**src/rtl/gpu_fill_engine_pkg.sv**
```systemverilog
// -----------------------------------------------------------------------------
// gpu_fill_engine_pkg
//   Shared definitions for the rectangle fill engine: screen coordinate widths,
//   last valid screen column/row, the fill FSM state encoding and the helpers
//   that clamp a coordinate onto the visible screen.
// -----------------------------------------------------------------------------
package gpu_fill_engine_pkg;

  localparam int WIDTH_BITS  = 10;
  localparam int HEIGHT_BITS = 9;

  // Last valid column/row of the 640x480 screen.
  localparam logic [WIDTH_BITS-1:0]  GPU_MAX_X = 10'd639;
  localparam logic [HEIGHT_BITS-1:0] GPU_MAX_Y = 9'd479;

  typedef enum logic [1:0] {
    FILL_IDLE = 2'd0,
    FILL_RUN  = 2'd1,
    FILL_DONE = 2'd2
  } fill_state_e;

  function automatic logic [WIDTH_BITS-1:0] clamp_x(input logic [WIDTH_BITS-1:0] v);
    return (v > GPU_MAX_X) ? GPU_MAX_X : v;
  endfunction

  function automatic logic [HEIGHT_BITS-1:0] clamp_y(input logic [HEIGHT_BITS-1:0] v);
    return (v > GPU_MAX_Y) ? GPU_MAX_Y : v;
  endfunction

endpackage : gpu_fill_engine_pkg

```
**src/rtl/gpu_fill_engine.sv**
```systemverilog
// -----------------------------------------------------------------------------
// gpu_fill_engine
//   Raster-scan rectangle fill generator. Given two opposite corners it emits
//   one pixel coordinate per cycle, left-to-right then top-to-bottom, and
//   yields to the line rasterizer whenever that block owns the pixel bus.
//
// Ports
//   clk            system clock, rising edge
//   n_rst          asynchronous active-low reset
//   start_i        request a fill (sampled in IDLE only)
//   abort_i        cancel the fill in progress
//   x1_i, y1_i     corner A
//   x2_i, y2_i     corner B
//   line_active_i  line rasterizer owns the pixel bus this cycle (stall)
//   x_fill_o       current fill pixel x (registered)
//   y_fill_o       current fill pixel y (registered)
//   fill_active    x_fill_o/y_fill_o hold a valid pixel
//   busy_o         fill in progress (state is not IDLE)
//   done_o         one-cycle pulse after the last pixel is consumed
// -----------------------------------------------------------------------------
module gpu_fill_engine
  import gpu_fill_engine_pkg::*;
(
  input  logic                   clk,
  input  logic                   n_rst,
  input  logic                   start_i,
  input  logic                   abort_i,
  input  logic [WIDTH_BITS-1:0]  x1_i,
  input  logic [HEIGHT_BITS-1:0] y1_i,
  input  logic [WIDTH_BITS-1:0]  x2_i,
  input  logic [HEIGHT_BITS-1:0] y2_i,
  input  logic                   line_active_i,
  output logic [WIDTH_BITS-1:0]  x_fill_o,
  output logic [HEIGHT_BITS-1:0] y_fill_o,
  output logic                   fill_active,
  output logic                   busy_o,
  output logic                   done_o
);

  fill_state_e            state_q;
  logic [WIDTH_BITS-1:0]  x_q, xmin_q, xmax_q;
  logic [HEIGHT_BITS-1:0] y_q, ymin_q, ymax_q;
  logic                   fill_active_q;
  logic                   done_q;

  // Normalised, clamped bounds of the requested rectangle. Clamping after the
  // min/max gives the same result as clamping each corner first.
  logic [WIDTH_BITS-1:0]  xmin_d, xmax_d;
  logic [HEIGHT_BITS-1:0] ymin_d, ymax_d;

  assign xmin_d = clamp_x((x1_i < x2_i) ? x1_i : x2_i);
  assign xmax_d = clamp_x((x1_i < x2_i) ? x2_i : x1_i);
  assign ymin_d = clamp_y((y1_i < y2_i) ? y1_i : y2_i);
  assign ymax_d = clamp_y((y1_i < y2_i) ? y2_i : y1_i);

  // NOTE: all state, including the latched bounds, is updated with
  // non-blocking assignments so every branch sees the pre-edge values.
  always_ff @(posedge clk or negedge n_rst) begin
    if (!n_rst) begin
      state_q       <= FILL_IDLE;
      x_q           <= '0;
      y_q           <= '0;
      xmin_q        <= '0;
      xmax_q        <= '0;
      ymin_q        <= '0;
      ymax_q        <= '0;
      fill_active_q <= 1'b0;
      done_q        <= 1'b0;
    end else begin
      // NOTE: done_q defaults low each cycle so it can only ever be a pulse;
      // the DONE branch below does not need to clear it explicitly.
      done_q <= 1'b0;
      case (state_q)
        FILL_IDLE: begin
          if (start_i) begin
            xmin_q        <= xmin_d;
            xmax_q        <= xmax_d;
            ymin_q        <= ymin_d;
            ymax_q        <= ymax_d;
            x_q           <= xmin_d;
            y_q           <= ymin_d;
            fill_active_q <= 1'b1;
            state_q       <= FILL_RUN;
          end
        end
        FILL_RUN: begin
          // Abort wins over both consume and stall.
          if (abort_i) begin
            fill_active_q <= 1'b0;
            state_q       <= FILL_IDLE;
          end else if (!line_active_i) begin
            if (x_q < xmax_q) begin
              x_q <= x_q + 1'b1;
            end else if (y_q < ymax_q) begin
              x_q <= xmin_q;
              y_q <= y_q + 1'b1;
            end else begin
              fill_active_q <= 1'b0;
              done_q        <= 1'b1;
              state_q       <= FILL_DONE;
            end
          end
        end
        FILL_DONE: state_q <= FILL_IDLE;
        default:   state_q <= FILL_IDLE;
      endcase
    end
  end

  assign x_fill_o    = x_q;
  assign y_fill_o    = y_q;
  assign fill_active = fill_active_q;
  assign done_o      = done_q;
  assign busy_o      = (state_q != FILL_IDLE);

endmodule : gpu_fill_engine

```
**config.mk**
```make
export PLATFORM = sky130hd
export DESIGN_NAME = gpu_fill_engine
export DESIGN_NICKNAME = d
export VERILOG_FILES = /design/src/rtl/gpu_fill_engine_pkg.sv /design/src/rtl/gpu_fill_engine.sv
export SDC_FILE = /design/constraint.sdc
export NUM_CORES = 1
export LEC_CHECK = 0
export ABC_AREA = 1
export CORE_MARGIN = 8
export CORE_UTILIZATION = 55
export DETAILED_ROUTE_END_ITERATION = 12
export HOLD_SLACK_MARGIN = 0.1
export PLACE_DENSITY = 0.81
export SLEW_MARGIN = 5
export SYNTH_ARGS = -nofsm -noshare
export SYNTH_HDL_FRONTEND = slang
export SYNTH_SLANG_ARGS = --single-unit
```
**constraint.sdc**
```tcl
create_clock -name clk -period 2.6 [get_ports clk]
set_input_delay 0.52 -clock clk [delete_from_list [all_inputs] [get_ports clk]]
set_output_delay 0.52 -clock clk [all_outputs]
set_load 0.1 [all_outputs]
```
==> impl_metrics.tcl, run 1 <==
set metrics [dict create \
    initial_core_util 0.5582 \
    drive_gt1_frac 0.2205 \
    synth.avg_cell_area_um2 7.530 \
    n_fill_cell 606 \
    dr.pass1.iters 5 \
    p_leak_nw 2.668 \
    yosysTopAreaCellShare 0.3081 \
    synth_top_family_by_area "simple AND/OR/NAND/NOR gates" \
    cts_tree "yes" \
    cts_root_buffer "clkbuf_8" \
    post-route-drc-count 0 \
    synth_nets 640 \
    cp.arrival_ns 2.62 \
    grt_pass1_vias 4303 \
    drt_iter0_markers 270 \
    synthTopCellsByArea "dfrtp_1 31%, nand2_1 14%, ha_1 11%" \
    wire_per_inst_um 14.32 \
    gp_congestion 0.8443 \
    dp_hpwl_um 8522 \
    synth_fa_ha_area_frac 0.1066 \
    hold_buffers 0 \
    grt_pass1_wl_um 18480 \
    synth_top_area_cell "dfrtp_1" \
    timing.setup.tns_ns 0 \
    syn2layout_area_growth_pct 24.23 \
    clkSinkCount 52 \
    layout.nets 740 \
    path_class "primary input to flip-flop" \
    rsz0062_at_grt "false" \
    cts_inserted_buffers 5 \
    die_area_um2 10740 \
    synth_ff_type "dfrtp_1" \
    die_w_um 103.6 \
    vias 4122 \
    num_io_pins 65 \
    via_per_inst 5.395 \
    holdCritPathClass "primary input to async pin" \
    power.density_nw_per_um2 1198 \
    synth.most_common_cell "nand2_1" \
    synthArstFlopShare 1.000 \
    synth_compound_area_frac 0.1721 \
    syn_inst 561 \
    layout_min_cycle_time_ns 2.417 \
    synthSimpleGateAreaFrac 0.2749 \
    fp.dieH_um 103.6 \
    irDropWorstVdd_uv 428.3 \
    synth_xor_xnor_area_share 0.02281 \
    synth-seq-area-share 0.3081 \
    drtAntennaViolNets 0 \
    io_buffers 64 \
    synth_seq_cells 52 \
    slew_headroom 0.6302 \
    synthesis.area_um2 4224 \
    slew_viol_final 0 \
    cap_viol_max_count 0 \
    fmax_mhz 413.7 \
    coreArea_um2 7567 \
    hold_violations 0 \
    htree_levels 2 \
    muxShareOfSynthArea 0.01422 \
    tightest_slew_ns 0.5547 \
    layout.cells.non_filler 764 \
    finClkSkew_ns 0.006109 \
    cts.path.max_buffers 2 \
    yosys_warnings 0 \
    synth_common_cells "156 x nand2_1, 67 x inv_1, 52 x dfrtp_1" \
    clkLatencyLatePin_ns 0.31 \
    status "finished clean" \
    antenna_found_initial 0 \
    cp-end-kind "flip-flop" \
    path_clk_slew_ns 0.09 \
    dp.cells 755 \
    required_ns 2.81 \
    grt_max_degree 40 \
    grt_usage 0.2002 \
    antenna_cells 0 \
    crit_fanout 10 \
    finalSetupViolCount 0 \
    start_kind "primary input" \
    gr-total-overflow 0 \
    wl_um 10940 \
    finalCritPeriodShare 0.9296 \
    ys_types 38 \
    fp-row-count 32 \
    synth-edff-count 0 \
]
-- worst paths after layout --
check	startpoint	end	slack, ns	cells past startpoint
max	y2_i[4]	y_fill_o[5]	0.18	17
min	n_rst	y_fill_o[8]	0.19	1
max reg2reg	x_fill_o[3]	y_fill_o[6]	0.31	9
min reg2reg	xmin_q[7]	xmin_q[7]	0.51	2
max in group asynchronous	n_rst	xmin_q[4]	1.78	2
min in group clk	xmin_q[7]	xmin_q[7]	0.51	2
-- report_power, final --
| group | internal [mW] | leakage (nW) | switching (mW) |
|---|---|---|---|
| sequential | 1.19 | 0.606 | 0.367 |
| clock | 0.218 | 0.0455 | 0.266 |
| combinational | 1.25 | 2.02 | 2.99 |
| total | 2.66 | 2.67 | 3.62 |
-- layout make-up --
cell class              count  area, µm²  share of cell area
multi-input cells         415       2510              0.4783
well taps                 102      127.6             0.02432
repair buffers            111      933.4              0.1779
flip-flops and latches     52       1301              0.2480
clock buffers               8      90.09             0.01717
inverters                  76      285.3             0.05436
-- per-stage QoR --
stage	total power [mW]	area (µm²)	util	hold slack, ns	worst slack (ns)
floorplan	4.810	4224	-	0.2244	0.1010
global placement	5.605	5142	0.6796	0.4685	-0.1100
detailed placement	5.774	5142	0.6796	0.4842	-0.1597
CTS	6.265	5233	0.6915	0.1966	0.1546
global route	6.726	5248	0.6935	0.2255	0.002637
finish	6.284	5248	0.6935	0.1870	0.1830
-- worst max-delay path, cell delays in order --
cell	delay [ns]
clkdlybuf4s50_1	0.45
inv_1	0.06
ha_1	0.29
nand2_1	0.09
inv_1	0.04
nand2_1	0.06
nand2_1	0.07
nand2_1	0.14
nand3_4	0.16
nand2_1	0.10
o21ai_1	0.10
nor2_1	0.17
nand2_2	0.13
nand2_1	0.09
nand2_1	0.05
nand2_1	0.06
nand2_1	0.05
-- timing repair --
action	in CTS	in global routing
resized for setup	0	4
setup endpoints to repair	0	7
setup buffers	0	0
-- layer usage --
metal | vias to the layer above | part of all wire | GRT usage
li1 | 2021 | - | -
met1 | 1911 | 0.40 | 0.2122
met2 | 159 | 0.51 | 0.3643
met3 | 31 | 0.059 | 0.04709
met4 | 0 | 0.032 | 0.09444
met5 | - | 0 | 0
-- cell usage in the layout, fill, tap and decap left out, types with 5 or more instances in the layout --
master | Yosys | final
ha_1 | 36 | 36
mux2i_1 | 6 | 6
nand3_1 | 23 | 23
nand2_1 | 156 | 156
buf_4 | 1 | 69
xnor2_1 | 5 | 5
a21oi_2 | 9 | 9
inv_1 | 67 | 67
a31oi_1 | 7 | 7
a21oi_1 | 23 | 23
o21ai_1 | 6 | 9
xor2_1 | 6 | 6
nor2_1 | 35 | 35
o21ai_0 | 28 | 25
dfrtp_1 | 52 | 52
o21ai_2 | 17 | 17
o211ai_1 | 6 | 6
nor2_4 | 5 | 5
inv_2 | 9 | 9
nand3_2 | 8 | 9
clkdlybuf4s50_1 | 0 | 41
clkbuf_8 | 0 | 6
nand2_2 | 8 | 7
-- flip-flops by register name (all words and copies together) (netlist names) --
register and cells:
done_o 1, x_fill_o 10, xmin_q 10, state_q 2
fill_active 1, y_fill_o 9, ymax_q 9, xmax_q 10
-- kinds of logic after synthesis --
group | count (synthesis)
XOR/XNOR | 11
flip-flops | 52
AND/OR/NAND/NOR | 251
buffers and inverters | 95
adder cells (fa/ha/maj) | 36
AO/OA/AOI/OAI | 110
multiplexers | 6
Note: power is estimated with default switching activity, not from simulation.
==> run 2, diff against run 1 <==
--- a/config.mk
+++ b/config.mk
@@ -6,7 +6,7 @@
 export NUM_CORES = 1
 export LEC_CHECK = 0
 export ABC_AREA = 1
-export CORE_MARGIN = 8
+export CORE_MARGIN = 1
 export CORE_UTILIZATION = 55
 export DETAILED_ROUTE_END_ITERATION = 12
 export HOLD_SLACK_MARGIN = 0.1
==> run 2 against run 1 <==
Cell area shrank 0.33%. Clock skew increased by 0.0027 ns. Combinational power decreased by 1%. Routed wire length shrank 7.5%. Clock power fell by 12%. Worst setup slack better by 0.0045 ns. Global-route usage increased by 7.3 points. Critical path depth grew 1. Total power is 1.7% lower. Fmax grew 0.19%. Core utilization rose by 2.0 points. Via count fell by 3.3%. Critical endpoint is now x_fill_o[0]. Largest power group unchanged.
==> impl_metrics.tcl, run 2 (same netlist as run 1, synthesis figures left out) <==
set metrics [dict create \
    path_class "primary input to flip-flop" \
    die_w_um 89.64 \
    wl_um 10120 \
    layout.cells.non_filler 758 \
    start_kind "primary input" \
    drive_gt1_frac 0.2231 \
    initial_core_util 0.5762 \
    antenna_found_initial 0 \
    post-route-drc-count 0 \
    pwr-share-seq 0.254 \
    cp.arrival_ns 2.62 \
    fp-row-count 31 \
    die_area_um2 8034 \
    hold_violations 0 \
    cts_tree "yes" \
    grt_max_degree 40 \
    r2r-end "x_fill_o[4]" \
    fmax_mhz 414.5 \
    coreArea_um2 7331 \
    slew_headroom 0.6285 \
    io_buffers 64 \
    cts.path.max_buffers 2 \
    layout_common_cells "156 x nand2_1, 69 x buf_4, 67 x inv_1" \
    gp_congestion 0.8896 \
    crit_fanout 12 \
    finalSetupViolCount 0 \
    required_ns 2.81 \
    layout_min_cycle_time_ns 2.412 \
    slew_viol_final 0 \
    drtAntennaViolNets 0 \
    antenna_cells 0 \
    finalCritPeriodShare 0.9279 \
    cts_root_buffer "clkbuf_8" \
    grt_pass1_wl_um 16970 \
    p_sw_mw 3.570 \
    share_comb_of_total_power 0.677 \
    wire_per_inst_um 13.35 \
    path_clk_slew_ns 0.09 \
    dr.pass1.iters 5 \
    finalPower_mw 6.178 \
    holdCritPathClass "primary input to async pin" \
    final_common_cell "nand2_1" \
    cp-end-kind "flip-flop" \
    power_frac_clock 0.069 \
    syn2layout_area_growth_pct 23.82 \
    p_leak_nw 2.661 \
    tightest_slew_ns 0.5572 \
    dp.cells 752 \
    r2r.worst_path.cells 12 \
    vias 3987 \
    fp.dieH_um 89.64 \
    regToRegSetupSlack_ns 0.42 \
    rsz0062_at_grt "false" \
    cts_inserted_buffers 5 \
    num_io_pins 65 \
    htree_levels 2 \
    via_per_inst 5.260 \
    clkSinkCount 52 \
    layout_setup_ws_ns 0.1875 \
    layout.nets 740 \
    power.density_nw_per_um2 1181 \
    fin_hold_ws_ns 0.1877 \
    p_int_mw 2.608 \
    p_sw_frac 0.5778 \
    irDropWorstVdd_uv 663.6 \
    finClkSkew_ns 0.008792 \
    dp_hpwl_um 8016 \
    grt_usage 0.2727 \
    status "finished clean" \
    post_cts_buffers 0 \
    drt_iter0_markers 214 \
    gr-total-overflow 0 \
    clkLatencyLatePin_ns 0.31 \
    r2r-start "x_fill_o[3]" \
    hold_buffers 0 \
    place_worst_setup_slack_ns -0.3093 \
    n_fill_cell 595 \
    cap_viol_max_count 0 \
    grt_pass1_vias 3962 \
]
==> run 2: cell count changes in the layout (fill, tap and decap cells not counted), sizes merged <==
cell	delta
clkbuf	-3
==> run 2: area by class of cell <==
type / instances / area (µm²) / share of cell area
Timing Repair Buffer: 111 / 933.4 / 0.1785
Clock buffer: 5 / 68.82 / 0.01316
Tap cell: 99 / 123.9 / 0.02368
Sequential cell: 52 / 1301 / 0.2488
Multi-Input combinational cell: 415 / 2517 / 0.4813
Inverter: 76 / 285.3 / 0.05455
==> run 2: metal layers <==
metal | vias up | track usage | wire length [µm]
met5 | - | 0 | 0
met1 | 1818 | 0.3225 | 4275
met3 | 24 | 0.04936 | 491
li1 | 2021 | - | -
met2 | 124 | 0.4876 | 5142
met4 | 0 | 0.1111 | 213
==> run 2: how the worst max path moves through the flow <==
stage	startpoint	endpoint	slack [ns]	cells after the start
global placement	y2_i[8]	y_fill_o[3]	-0.25	12
global route	x2_i[5]	x_fill_o[0]	0.02	18
finish	x2_i[5]	x_fill_o[0]	0.19	18
detailed placement	y2_i[8]	y_fill_o[3]	-0.31	12
CTS	y2_i[8]	y_fill_o[3]	0.02	12
floorplan	x_fill_o[5]	y_fill_o[0]	0.10	11
==> run 2: what timing repair did <==
item,4_1_cts,5_1_grt
endpoints found under the setup margin,0,11
hold endpoints to repair,0,0
resized for setup,0,6
==> run 2: critical path, stage by stage <==
cell and delay (ns):
clkdlybuf4s50_1 0.49, inv_1 0.07, ha_1 0.28, nand2_1 0.09, inv_1 0.04, nand2_1 0.06, nand2_1 0.05, nand2_1 0.12
buf_4 0.14, nand4_1 0.11, nand2_1 0.10, nand2_1 0.09, nand2_4 0.14, nand2_1 0.08, nand2_1 0.07, nand2_1 0.06
nand2_1 0.06, nand2_1 0.04
==> run 2: stage by stage <==
stage | setup TNS, ns | utilization | area, µm²
after global routing | 0 | 0.7134 | 5230
after floorplan | 0 | - | 4224
after CTS | 0 | 0.7104 | 5207
after detailed placement | -3.912 | 0.7010 | 5139
final | 0 | 0.7134 | 5230
after global placement | -1.894 | 0.7010 | 5139
==> run 2: power by group through the flow <==
stage          sequential (mW)  combinational (mW)  clock (mW)
6_report                  1.57                4.18       0.428
3_5_place_dp              1.58                4.16           0
2_1_floorplan             2.61                2.20           0
4_1_cts                   1.56                4.18       0.431
3_3_place_gp              1.56                4.03           0
5_1_grt                   1.61                4.60       0.461
==> run 3, diff against run 2 <==
--- a/config.mk
+++ b/config.mk
@@ -6,8 +6,10 @@
 export NUM_CORES = 1
 export LEC_CHECK = 0
 export ABC_AREA = 1
+export CAP_MARGIN = 20
 export CORE_MARGIN = 1
 export CORE_UTILIZATION = 55
+export CTS_CLUSTER_DIAMETER = 150
 export DETAILED_ROUTE_END_ITERATION = 12
 export HOLD_SLACK_MARGIN = 0.1
 export PLACE_DENSITY = 0.81
==> results of run 3 <==
Final layout, timing and power as in run 2 (identical DEF).
